===== config.mk =====
export PLATFORM = sky130hd
export DESIGN_NAME = if_fetch_unit_flat
export DESIGN_NICKNAME = d
export VERILOG_FILES = /design/src/rtl/if_fetch_unit_if.sv /design/src/rtl/if_fetch_unit.sv /design/src/flat_wrapper.sv
export SDC_FILE = /design/constraint.sdc
export NUM_CORES = 1
export LEC_CHECK = 0
export CAP_MARGIN = 15
export CORE_MARGIN = 5
export CORE_UTILIZATION = 48
export CTS_CLUSTER_DIAMETER = 60
export DETAILED_ROUTE_END_ITERATION = 16
export GPL_TIMING_DRIVEN = 0
export PLACE_DENSITY = 0.87
export SLEW_MARGIN = 20
export SYNTH_ARGS = -nofsm -noshare
export SYNTH_HDL_FRONTEND = slang
export SYNTH_SLANG_ARGS = --single-unit

===== constraint.sdc =====
create_clock -name clk -period 8.6 [get_ports clk]
set_input_delay 1.72 -clock clk [delete_from_list [all_inputs] [get_ports clk]]
set_output_delay 1.72 -clock clk [all_outputs]
set_load 0.03 [all_outputs]

===== src/rtl/if_fetch_unit_if.sv =====
// Fetch-stage bus: hazard/branch control in, instruction memory port,
// and the IF/ID register outputs toward decode.
// With FETCH_PERF_CNT_EN defined the bus also carries the fetch and
// stall performance counters.
interface if_fetch_unit_if;
  // control from hazard unit / ID stage
  logic        stall_i;
  logic        flush_i;
  logic [31:0] flush_addr_i;
  logic        branch_flag_i;
  logic [31:0] branch_target_addr_i;
  // instruction memory (combinational response)
  logic [31:0] rom_data_i;
  logic [31:0] pc_o;
  logic        ce_o;
  // IF/ID register
  logic [31:0] id_pc_o;
  logic [31:0] id_inst_o;
  logic        id_valid_o;
`ifdef FETCH_PERF_CNT_EN
  logic [31:0] fetch_cnt_o;
  logic [31:0] stall_cnt_o;

  modport slave (
    input  stall_i, flush_i, flush_addr_i, branch_flag_i,
           branch_target_addr_i, rom_data_i,
    output pc_o, ce_o, id_pc_o, id_inst_o, id_valid_o,
           fetch_cnt_o, stall_cnt_o
  );
  modport master (
    output stall_i, flush_i, flush_addr_i, branch_flag_i,
           branch_target_addr_i, rom_data_i,
    input  pc_o, ce_o, id_pc_o, id_inst_o, id_valid_o,
           fetch_cnt_o, stall_cnt_o
  );
`else
  modport slave (
    input  stall_i, flush_i, flush_addr_i, branch_flag_i,
           branch_target_addr_i, rom_data_i,
    output pc_o, ce_o, id_pc_o, id_inst_o, id_valid_o
  );
  modport master (
    output stall_i, flush_i, flush_addr_i, branch_flag_i,
           branch_target_addr_i, rom_data_i,
    input  pc_o, ce_o, id_pc_o, id_inst_o, id_valid_o
  );
`endif
endinterface


===== src/rtl/if_fetch_unit.sv =====
// Instruction-fetch stage: PC register, memory chip enable and the IF/ID
// pipeline register. Priority per edge once fetching: flush > stall >
// branch > sequential (+4, modulo 2^32).
// Optional feature macro: FETCH_PERF_CNT_EN adds fetch/stall counters.
module if_fetch_unit #(
  parameter logic [31:0] RESET_PC = 32'h0000_0000,
  parameter logic [31:0] NOP_WORD = 32'h0000_0000
) (
  input  logic          clk,
  input  logic          rst,
  if_fetch_unit_if.slave bus
);

  typedef enum logic {S_IDLE, S_FETCH} state_t;

  state_t      state_q, state_d;
  logic        ce;
  logic [31:0] pc_q, pc_d;
  logic [31:0] id_pc_q, id_pc_d;
  logic [31:0] id_inst_q, id_inst_d;
  logic        id_valid_q, id_valid_d;
  logic        capture_valid;

  // fetch-enable state register; leaving reset always costs one warm-up edge
  always_ff @(posedge clk or posedge rst) begin
    if (rst) state_q <= S_IDLE;
    else     state_q <= state_d;
  end

  // next state: IDLE lasts exactly one edge, FETCH holds until reset
  always_comb begin
    state_d = S_FETCH;
    ce      = 1'b0;
    case (state_q)
      S_IDLE:  begin state_d = S_FETCH; ce = 1'b0; end
      S_FETCH: begin state_d = S_FETCH; ce = 1'b1; end
      default: begin state_d = S_IDLE;  ce = 1'b0; end
    endcase
  end

  // next PC and IF/ID contents, resolved in priority order
  always_comb begin
    pc_d          = pc_q;
    id_pc_d       = id_pc_q;
    id_inst_d     = id_inst_q;
    id_valid_d    = id_valid_q;
    capture_valid = 1'b0;
    if (!ce) begin
      // warm-up: PC parked, decode sees a bubble
      pc_d       = RESET_PC;
      id_pc_d    = 32'h0;
      id_inst_d  = NOP_WORD;
      id_valid_d = 1'b0;
    end else if (bus.flush_i) begin
      // flush beats a concurrent stall; the stall is dropped, not deferred
      pc_d       = bus.flush_addr_i;
      id_pc_d    = 32'h0;
      id_inst_d  = NOP_WORD;
      id_valid_d = 1'b0;
    end else if (bus.stall_i) begin
      // hold everything; branch_flag_i is re-presented after the stall
      pc_d = pc_q;
    end else begin
      // branch and sequential both capture the current word; the branch
      // only changes where the next fetch comes from (delay slot kept)
      pc_d          = bus.branch_flag_i ? bus.branch_target_addr_i
                                        : pc_q + 32'd4;
      id_pc_d       = pc_q;
      id_inst_d     = bus.rom_data_i;
      id_valid_d    = 1'b1;
      capture_valid = 1'b1;
    end
  end

  // PC and IF/ID registers
  always_ff @(posedge clk or posedge rst) begin
    if (rst) begin
      pc_q       <= RESET_PC;
      id_pc_q    <= 32'h0;
      id_inst_q  <= NOP_WORD;
      id_valid_q <= 1'b0;
    end else begin
      pc_q       <= pc_d;
      id_pc_q    <= id_pc_d;
      id_inst_q  <= id_inst_d;
      id_valid_q <= id_valid_d;
    end
  end

  assign bus.pc_o       = pc_q;
  assign bus.ce_o       = ce;
  assign bus.id_pc_o    = id_pc_q;
  assign bus.id_inst_o  = id_inst_q;
  assign bus.id_valid_o = id_valid_q;

`ifdef FETCH_PERF_CNT_EN
  logic [31:0] fetch_cnt_q;
  logic [31:0] stall_cnt_q;
  logic        stall_evt;

  assign stall_evt = ce & bus.stall_i & ~bus.flush_i;

  // performance counters, free-running modulo 2^32
  always_ff @(posedge clk or posedge rst) begin
    if (rst) begin
      fetch_cnt_q <= 32'h0;
      stall_cnt_q <= 32'h0;
    end else begin
      if (capture_valid) fetch_cnt_q <= fetch_cnt_q + 32'd1;
      if (stall_evt)     stall_cnt_q <= stall_cnt_q + 32'd1;
    end
  end

  assign bus.fetch_cnt_o = fetch_cnt_q;
  assign bus.stall_cnt_o = stall_cnt_q;
`endif

endmodule

===== src/flat_wrapper.sv =====
// flat-port wrapper written by rule: the top's interface ports become plain ports
module if_fetch_unit_flat 
#(
  parameter logic [31:0] RESET_PC = 32'h0000_0000,
  parameter logic [31:0] NOP_WORD = 32'h0000_0000
)
  (clk, rst, bus_stall_i, bus_flush_i, bus_flush_addr_i, bus_branch_flag_i, bus_branch_target_addr_i, bus_rom_data_i, bus_pc_o, bus_ce_o, bus_id_pc_o, bus_id_inst_o, bus_id_valid_o);
  if_fetch_unit_if bus_i ();
  input  logic clk;
  input  logic rst;
  input wire logic [$bits(bus_i.stall_i)-1:0] bus_stall_i;
  input wire logic [$bits(bus_i.flush_i)-1:0] bus_flush_i;
  input wire logic [$bits(bus_i.flush_addr_i)-1:0] bus_flush_addr_i;
  input wire logic [$bits(bus_i.branch_flag_i)-1:0] bus_branch_flag_i;
  input wire logic [$bits(bus_i.branch_target_addr_i)-1:0] bus_branch_target_addr_i;
  input wire logic [$bits(bus_i.rom_data_i)-1:0] bus_rom_data_i;
  output wire logic [$bits(bus_i.pc_o)-1:0] bus_pc_o;
  output wire logic [$bits(bus_i.ce_o)-1:0] bus_ce_o;
  output wire logic [$bits(bus_i.id_pc_o)-1:0] bus_id_pc_o;
  output wire logic [$bits(bus_i.id_inst_o)-1:0] bus_id_inst_o;
  output wire logic [$bits(bus_i.id_valid_o)-1:0] bus_id_valid_o;
  assign bus_i.stall_i = bus_stall_i;
  assign bus_i.flush_i = bus_flush_i;
  assign bus_i.flush_addr_i = bus_flush_addr_i;
  assign bus_i.branch_flag_i = bus_branch_flag_i;
  assign bus_i.branch_target_addr_i = bus_branch_target_addr_i;
  assign bus_i.rom_data_i = bus_rom_data_i;
  assign bus_pc_o = bus_i.pc_o;
  assign bus_ce_o = bus_i.ce_o;
  assign bus_id_pc_o = bus_i.id_pc_o;
  assign bus_id_inst_o = bus_i.id_inst_o;
  assign bus_id_valid_o = bus_i.id_valid_o;
  if_fetch_unit #(.RESET_PC(RESET_PC), .NOP_WORD(NOP_WORD)) u_core (.clk(clk), .rst(rst), .bus(bus_i));
endmodule

==> out/metrics.csv, run 1 <==
stage;metric;value;unit
routing;viasPerCell;5.855;
timing;fmax;0.2806;GHz
critical_path;cp-end-kind;register;
final_layout;nets;849;
power;power_frac_clock;0.274;
cts;cts_hold_buffers;0;
job;cap_viol_max_count;0;
timing;setup_viol;0;
synthesis;synth.avg_cell_area;9.587;sq um
timing;finalMaxSlewViolations;0;
die;rows;37;
hold_path;hold_start;u_core.bus.id_valid_o;
synthesis;synth_edf_count;0;
critical_path;cp_data_arrival_time;3790;ps
placement;hpwl;13.10;mm
final_layout;layout-drive-gt1-share;0.03856;
cts;cts_tree;yes;
cts;cts_buffers;9;
timing;timing.setup.tns;0;ps
cts;clkTransAtPathRegs;90;ps
final_layout;fillers;812;
global_route;grtUsageTotal;0.2699;
critical_path;startpoint;bus_stall_i;
global_route;grt_max_degree;67;
timing;timing.final.crit_share;0.4143;
synthesis;synth-seq-area-share;0.4746;
routing;antenna_left;0;
die;start_util;0.4961;
die;dieArea;12940;sq um
power;seqPwrFrac;0.486;
global_route;grt_pass1_wl;27.95;mm
power;switchingPower;0.3185;mW
routing;wl_per_cell;19.46;um
placement;post-place-ws;4701;ps
timing;layout_setup_ws;5037;ps
cts;post-cts-setup-buffer-count;0;
cts;cts_max_level;3;
routing;drtIter0Drc;500;
synthesis;synth_area;5167;sq um
critical_path;rr_startpoint;u_core.bus.pc_o[4];
power;powerDensity;139.1;nW/um^2
routing;first_pass_iters;5;
synthesis;synthesis.nets;641;
cts;cts_resized;0;
power;leakage;3.201;nW
synthesis;synth_async_sr_flop_share;1.000;
critical_path;cpMostUsedCell;clkbuf_1;
cts;cts_root_buf;clkbuf_8;
critical_path;worstPathBufferInverterCount;3;
synthesis;netlist_instances;539;
power;ir_worst_vdd;80.81;uV
critical_path;crit_path_max_incr_delay;620;ps
hold_path;hp-class;register to register;
critical_path;crit_chain;clkdlybuf4s50_1 > clkbuf_1 > clkbuf_1 > mux2i_1 > nor2_1;
cts;ctsLongestPathBuffers;2;
power;combinationalPowerShare;0.240;
die;io_pins;199;
timing;hold_viol;0;
power;sw_frac_of_total;0.3045;
die;die_h;113.8;um
synthesis;synthTopCellsByArea;dfrtp_1 47%, mux2i_1 13%, nor2_1 6.4%;
critical_path;required;8830;ps
critical_path;cp-start-kind;primary input;
global_route;antenna_found_initial;0;
power;power.internal;0.7273;mW
placement;routabilityCongestion;0.9854;
synthesis;synth.distinct_cells;58;
synthesis;netlist.top_cell.by_area;dfrtp_1;
synthesis;ys_ff_latch;98;
status;status;complete, no violations;
global_route;grt_overflow_total;0;
die;die_x;113.8;um
synthesis;ys.flop_type;dfrtp_1;
timing;maxSlewHeadroom;0.5130;
timing;rsz0062_at_grt;no;
timing;fin_crit;3563;ps
global_route;grt_pass1_vias;5528;
synthesis;yosys_warnings;0;
critical_path;slowest_stage;clkbuf_1;
die;coreArea;10420;sq um
placement;port_buffers;196;
final_layout;area_delta_synth_final;45.45;%
timing;tightestPinTransition;727.9;ps
routing;wl;17.28;mm
timing;whs;498.6;ps
critical_path;cp_max_fo;10;
critical_path;path_class;primary input to register;
cts;insertion_delay;360;ps
synthesis;synth_top_area_share;0.4746;
critical_path;critPathTopFamily;buffers and inverters;
final_layout;antenna_cells;0;
routing;drc;0;
cts;clock-sinks;98;
final_layout;fin_util;0.7216;
routing;vias;5199;
timing;finClkSkew;14.10;ps
[cell usage after synthesis (all sizes together), types with 3 or more instances]
library cell,number
and2,4
or3,6
a22oi,9
mux2,5
nor2b,3
nand2,30
o31ai,3
nand4,6
o21a,3
clkbuf,29
dfrtp,98
o211a,3
xor2,3
mux2i,69
o22ai,7
a211o,3
nor4,12
a21oi,14
o31a,3
a2bb2oi,3
a31oi,4
nand2b,4
nor3,15
nand3,14
o221ai,5
o2111a,6
buf,11
nor2,88
o211ai,5
o21ai,29
inv,16
[cell families after synthesis]
| family | Yosys count | synth area share |
|---|---|---|
| mux | 74 | 0.1446 |
| flops | 98 | 0.4746 |
| xor+xnor | 4 | 0.006781 |
| buf+inv | 56 | 0.04189 |
| compound gates | 114 | 0.1550 |
| fa+ha+maj | 1 | 0.002421 |
| other cells | 1 | 0.0007257 |
| simple gates | 191 | 0.1741 |
[flip-flops by register name (all words and copies together) (netlist names)]
| name | count |
|---|---|
| u_core.bus.id_inst_o | 32 |
| u_core.bus.id_pc_o | 32 |
| u_core.bus.id_valid_o | 1 |
| u_core.bus.pc_o | 32 |
| u_core.state_q | 1 |
[final cells by class]
cell class              instances  area (sq um)  share of cell area
flip-flops and latches         98          2452              0.3263
plain buffers                  40         156.4             0.02081
repair buffers                197          1989              0.2647
well taps                     136         170.2             0.02264
clock buffers                  15         176.4             0.02347
clock inverters                 1         7.507           0.0009988
inverters                      16         65.06            0.008657
multi-input cells             385          2499              0.3324
[worst register-to-register path, stage by stage, from the launching register on]
cell,delay [ps]
dfrtp_1,490
nand4_1,400
or2_0,330
clkbuf_1,260
nor4_1,420
mux2_2,390
o221ai_1,70
[stage by stage]
step	power, mW	cells	instance area [sq um]
2_1_floorplan	0.6410	539	5167
3_3_place_gp	0.7579	871	7300
3_5_place_dp	0.7660	872	7332
4_1_cts	1.047	888	7516
5_1_grt	1.089	888	7516
6_report	1.046	888	7516
[cells in the final DEF, fill, tap and decap left out, drive strengths merged, types with 14 or more instances in the layout]
cell type,n
clkdlybuf4s50,196
a21oi,14
inv,16
o21ai,29
nor2,88
nand2,30
mux2i,69
clkbuf,44
dfrtp,98
nand3,14
nor3,15
[final timing paths]
| kind | end | slack [ps] | cells past startpoint |
|---|---|---|---|
| max | u_core.bus.id_inst_o[0] | 5040 | 5 |
| min | u_core.bus.id_valid_o | 500 | 1 |
| max reg2reg | u_core.bus.pc_o[29] | 6150 | 6 |
| min reg2reg | u_core.bus.id_valid_o | 500 | 1 |
| max in group asynchronous | u_core.bus.pc_o[7] | 6250 | 3 |
| min in group asynchronous | u_core.bus.id_inst_o[21] | 1720 | 2 |
[power groups by stage]
stage | Sequential (mW) | Clock (mW) | Combinational, mW
after global placement | 0.515 | 0 | 0.243
after floorplan | 0.551 | 0 | 0.0903
after detailed placement | 0.517 | 0 | 0.250
after global routing | 0.512 | 0.309 | 0.268
final | 0.508 | 0.286 | 0.251
after CTS | 0.508 | 0.289 | 0.251
[per-layer routing]
layer	vias to the layer above	GRT usage	part of all wire	routed length, um
li1	2357	-	-	-
met1	2450	0.3355	0.37	6463
met2	328	0.4405	0.47	8177
met3	64	0.07427	0.11	1964
met4	0	0.1186	0.039	678
met5	-	0	0	0
Note: power is estimated with default switching activity, not from simulation.
==> inputs of run 2 (changes only) <==
- CORE_UTILIZATION: 48 -> 40
- PLACE_DENSITY: 0.87 -> 0.77
- clock period: 8.6 -> 3.1 ns (I/O delays scaled with it)
==> run 2 against run 1 <==
- combinational power rose to 2.8 times the previous value
- first-iteration DRC count down 15%
- power rose to 3.3 times the previous value
- sequential share of layout area down 1.0 points
- sequential power rose to 2.8 times the previous value
- design area up 3.3%
- sequential cell count unchanged
- largest cell class unchanged
- utilization down 11 points
- critical endpoint is now u_core.bus.id_pc_o[7]
- die area up 18%
==> out/metrics.csv, run 2 (synthesis gave the netlist of run 1 again) <==
stage;metric;value;unit
status;status;complete, no violations;
final_layout;fillers;1098;
power;sw_frac_of_total;0.2740;
critical_path;rrSetupSlack;730;ps
critical_path;cpMostUsedCell;clkbuf_1;
timing;setup_viol;0;
critical_path;rr_startpoint;u_core.bus.pc_o[20];
critical_path;crit_path_end;u_core.bus.id_pc_o[7];
timing;maxSlewHeadroom;0.5030;
routing;antenna_left;0;
global_route;grt_pass1_vias;5181;
power;powerDensity;442.5;nW/um^2
global_route;grt_pass1_wl;27.23;mm
die;rows;41;
routing;drtIter0Drc;424;
final_layout;layout_common_cells;196 x clkdlybuf4s50_1, 98 x dfrtp_1, 88 x nor2_1;
cts;cts_max_level;3;
power;power.total;3.434;mW
power;ir_worst_vdd;242.6;uV
placement;hpwl;13.60;mm
critical_path;crit_chain;clkdlybuf4s50_1 > clkbuf_1 > clkbuf_1 > mux2i_1 > nor2_1;
cts;cts_tree;yes;
die;die_h;123.7;um
timing;fmax;0.3981;GHz
power;seqPwrFrac;0.411;
final_layout;layout-drive-gt1-share;0.04509;
timing;rsz0062_at_grt;no;
critical_path;r2r_cells;6;
timing;finClkSkew;5.318;ps
critical_path;cp_max_fo;10;
final_layout;fin_util;0.6150;
die;dieArea;15290;sq um
timing;finalMaxSlewViolations;0;
placement;port_buffers;196;
cts;cts_hold_buffers;0;
die;io_pins;199;
power;switchingPower;0.9411;mW
die;coreArea;12620;sq um
critical_path;reg2reg_to;u_core.bus.pc_o[28];
critical_path;startpoint;bus_stall_i;
critical_path;crit_path_max_incr_delay;640;ps
cts;clock-sinks;98;
timing;timing.setup.tns;0;ps
timing;tightestPinTransition;745.4;ps
routing;first_pass_iters;4;
global_route;grtUsageTotal;0.2311;
timing;fin_crit;2512;ps
routing;drc;0;
critical_path;cp-end-kind;register;
critical_path;worstPathBufferInverterCount;3;
routing;wl;17.94;mm
global_route;grt_max_degree;32;
routing;vias;5149;
timing;hold_viol;0;
routing;wl_per_cell;19.37;um
final_layout;antenna_cells;0;
power;power_frac_clock;0.384;
power;combinationalPowerShare;0.204;
final_layout;nets;851;
critical_path;required;3320;ps
final_layout;area_delta_synth_final;50.19;%
global_route;antenna_found_initial;0;
cts;cts_buffers;9;
cts;cts_root_buf;clkbuf_16;
routing;viasPerCell;5.560;
final_layout;final_common_cell;clkdlybuf4s50_1;
power;leakage;3.297;nW
cts;ctsLongestPathBuffers;2;
cts;post-cts-setup-buffer-count;0;
critical_path;critPathTopFamily;buffers and inverters;
critical_path;slowest_stage;clkbuf_1;
power;power.internal;2.493;mW
die;die_x;123.7;um
critical_path;cp-start-kind;primary input;
job;cap_viol_max_count;0;
timing;timing.final.crit_share;0.8103;
cts;cts_resized;0;
die;start_util;0.4095;
critical_path;cp_data_arrival_time;2730;ps
global_route;grt_overflow_total;0;
critical_path;cp.depth;5;
critical_path;path_class;primary input to register;
cts;insertion_delay;350;ps
placement;routabilityCongestion;0.9093;
cts;clkTransAtPathRegs;70;ps
hold_path;hp-class;register to register;
-- run 2: worst register-to-register path: cells and delay by family (launching register included) --
family | cells | cell delay [ps]
simple gates | 3 | 1120
mux | 1 | 370
buf+inv | 1 | 180
compound gates | 1 | 70
flops | 1 | 530
-- run 2: area by class of cell --
class | count | area [sq um] | area share
clock inverter | 5 | 100.1 | 0.01290
buffer | 40 | 156.4 | 0.02015
sequential | 98 | 2452 | 0.3160
timing repair buffer | 199 | 2022 | 0.2605
tap | 172 | 215.2 | 0.02773
inverter | 16 | 63.81 | 0.008222
multi-input combinational | 385 | 2499 | 0.3219
clock buffer | 11 | 252.7 | 0.03256
-- run 2: layer usage --
metal | routed length, um | up-vias | part of all wire | global-route usage
li1 | - | 2364 | - | -
met1 | 7384 | 2500 | 0.41 | 0.2987
met2 | 8464 | 248 | 0.47 | 0.3690
met3 | 1611 | 37 | 0.090 | 0.05359
met4 | 475 | 0 | 0.026 | 0.1045
met5 | 0 | - | 0 | 0
-- run 2: per-stage QoR --
step	area [sq um]	hold WS, ps	setup WS, ps	cells
finish	7761	490.6	587.9	926
detailed placement	7408	483.6	265.2	910
global placement	7348	471.6	293.1	907
CTS	7761	498.1	615.7	926
global route	7761	517.8	517.3	926
floorplan	5171	665.3	915.3	539
-- run 2: power groups by stage --
| stage | Sequential [mW] | Clock [mW] | Combinational, mW |
|---|---|---|---|
| 3_3_place_gp | 1.43 | 0 | 0.679 |
| 3_5_place_dp | 1.43 | 0 | 0.699 |
| 4_1_cts | 1.41 | 1.34 | 0.703 |
| 6_report | 1.41 | 1.32 | 0.701 |
| 5_1_grt | 1.42 | 1.39 | 0.749 |
| 2_1_floorplan | 1.53 | 0 | 0.251 |
-- run 2: worst min path at each step --
stage,from,endpoint,slack (ps),cells past startpoint
6_report,u_core.bus.id_valid_o,u_core.bus.id_valid_o,490,1
5_1_grt,u_core.bus.id_valid_o,u_core.bus.id_valid_o,520,1
4_1_cts,u_core.bus.id_valid_o,u_core.bus.id_valid_o,500,1
3_5_place_dp,u_core.bus.id_valid_o,u_core.bus.id_valid_o,480,1
3_3_place_gp,u_core.bus.id_valid_o,u_core.bus.id_valid_o,470,1
2_1_floorplan,u_core.bus.id_valid_o,u_core.bus.id_valid_o,670,1
==> inputs of run 3 (changes only) <==
- CORE_UTILIZATION: 40 -> 44
- PLACE_DENSITY: 0.77 -> 0.8
- clock period: 3.1 -> 2.55 ns (I/O delays scaled with it)
==> run 3 against run 2 <==
- design area is 0.32% lower
- critical endpoint is now u_core.bus.pc_o[31]
- sequential power rose by 22%
- cell count shrank 2.8%
- setup slack got worse by 440 ps
- sequential cell count stayed put
- via count up 0.35%
- hold slack worse by 39 ps
- largest cell class unchanged
==> out/metrics.csv, run 3 (synthesis gave the netlist of run 1 again) <==
stage;metric;value;unit
status;status;complete, no violations;
die;start_util;0.4506;
cts;cts_buffers;9;
routing;antenna_left;0;
power;ir_worst_vdd;327.6;uV
cts;ctsLongestPathBuffers;2;
cts;cts_root_buf;clkbuf_16;
die;coreArea;11470;sq um
cts;insertion_delay;350;ps
timing;fin_crit;2400;ps
cts;cts_max_level;3;
cts;post-cts-setup-buffer-count;0;
global_route;grtUsageTotal;0.2457;
cts;cts_resized;0;
cts;cts_hold_buffers;0;
critical_path;required;2810;ps
global_route;grt_use_met1;0.3175;
placement;routabilityCongestion;0.9168;
critical_path;path_class;register to register;
power;leakage;3.290;nW
timing;finClkSkew;6.849;ps
final_layout;layoutNonFillerInstCount;900;
global_route;antenna_found_initial;0;
power;power.total;4.007;mW
hold_path;hp-class;primary input to async pin;
timing;setup_viol;0;
critical_path;startpoint;u_core.bus.pc_o[6];
placement;placed_cells;882;
placement;port_buffers;196;
timing;maxSlewHeadroom;0.5241;
final_layout;nets;854;
die;io_pins;199;
routing;viasPerCell;5.741;
routing;drc;0;
final_layout;fin_util;0.6746;
cts;cts_tree;yes;
routing;vias;5167;
final_layout;final_common_cell;clkdlybuf4s50_1;
global_route;grtUsageMet3;0.06304;
placement;hpwl;13.51;mm
final_layout;antenna_cells;0;
global_route;grt_pass1_vias;5280;
global_route;grt_max_degree;28;
final_layout;layout-drive-gt1-share;0.04888;
die;die_x;118.4;um
cts;clkTransAtPathRegs;70;ps
global_route;busiest_layer;met2;
timing;finalMaxSlewViolations;0;
critical_path;cp-end-kind;register;
critical_path;cp_data_arrival_time;2660;ps
routing;first_pass_iters;5;
routing;wl;17.71;mm
final_layout;area_delta_synth_final;49.71;%
critical_path;rr_startpoint;u_core.bus.pc_o[6];
timing;tightestPinTransition;713.9;ps
die;dieArea;14010;sq um
timing;hold_viol;0;
timing;fmax;0.4166;GHz
timing;timing.final.crit_share;0.9413;
global_route;grt_overflow_total;0;
final_layout;layout_common_cells;196 x clkdlybuf4s50_1, 98 x dfrtp_1, 88 x nor2_1;
die;die_h;118.4;um
routing;wl_per_cell;19.68;um
global_route;grt_pass1_wl;27.79;mm
die;rows;39;
routing;drtIter0Drc;422;
job;cap_viol_max_count;0;
critical_path;cp-start-kind;register;
power;powerDensity;517.9;nW/um^2
timing;timing.setup.tns;0;ps
global_route;grt.met2_usage;0.3942;
cts;clock-sinks;98;
critical_path;cp_max_fo;9;
[run 3: changes by cell type in the layout (fill, tap and decap cells not counted), sizes merged]
cell	delta
buf	+3
clkinv	-2
inv	+1
bufinv	-2
clkinvlp	+3
[run 3: worst paths after layout]
path	endpoint	slack, ps	cells past startpoint
setup / recovery	u_core.bus.pc_o[31]	150	6
hold reg to reg	u_core.bus.id_valid_o	490	1
hold / removal	u_core.bus.id_inst_o[13]	450	2
max in group asynchronous	u_core.bus.id_inst_o[30]	1480	4
min in group clk	u_core.bus.id_valid_o	490	1
setup reg to reg	u_core.bus.pc_o[31]	150	6
[run 3: layout make-up]
| class | instances | area [sq um] |
|---|---|---|
| clock buffers | 11 | 252.7 |
| clock inverters | 5 | 61.31 |
| fillers | 898 | 3731 |
| multi-input cells | 385 | 2499 |
| plain buffers | 40 | 156.4 |
| inverters | 16 | 63.81 |
| well taps | 143 | 178.9 |
| flip-flops and latches | 98 | 2452 |
| repair buffers | 202 | 2072 |
[run 3: per-stage QoR]
| step | hold WS [ps] | setup WS (ps) | instance area, sq um |
|---|---|---|---|
| final | 451.5 | 149.7 | 7736 |
| after global routing | 473.8 | -6.500 | 7736 |
| after CTS | 459.3 | 129.6 | 7721 |
| after detailed placement | 470.7 | -183.9 | 7407 |
| after global placement | 471.2 | -141.8 | 7312 |
| after floorplan | 654.6 | 365.3 | 5171 |
[run 3: critical path: stages (launching register included)]
cell,delay [ps]
dfrtp_1,510
nand4_2,330
or2_0,320
clkbuf_1,250
nor4_1,440
mux2_2,390
o221ai_1,80
[run 3: per-layer routing]
layer,up-vias,wire length (um)
met5,-,0
met4,0,340
met3,31,1887
met2,305,8525
met1,2447,6959
li1,2384,-
[run 3: where the power goes]
| part | switching (mW) | leakage [nW] | internal (mW) |
|---|---|---|---|
| logic | 0.456 | 1.82 | 0.405 |
| registers | 0.0941 | 1.32 | 1.62 |
| clock network | 0.612 | 0.144 | 0.818 |
| total | 1.16 | 3.29 | 2.84 |
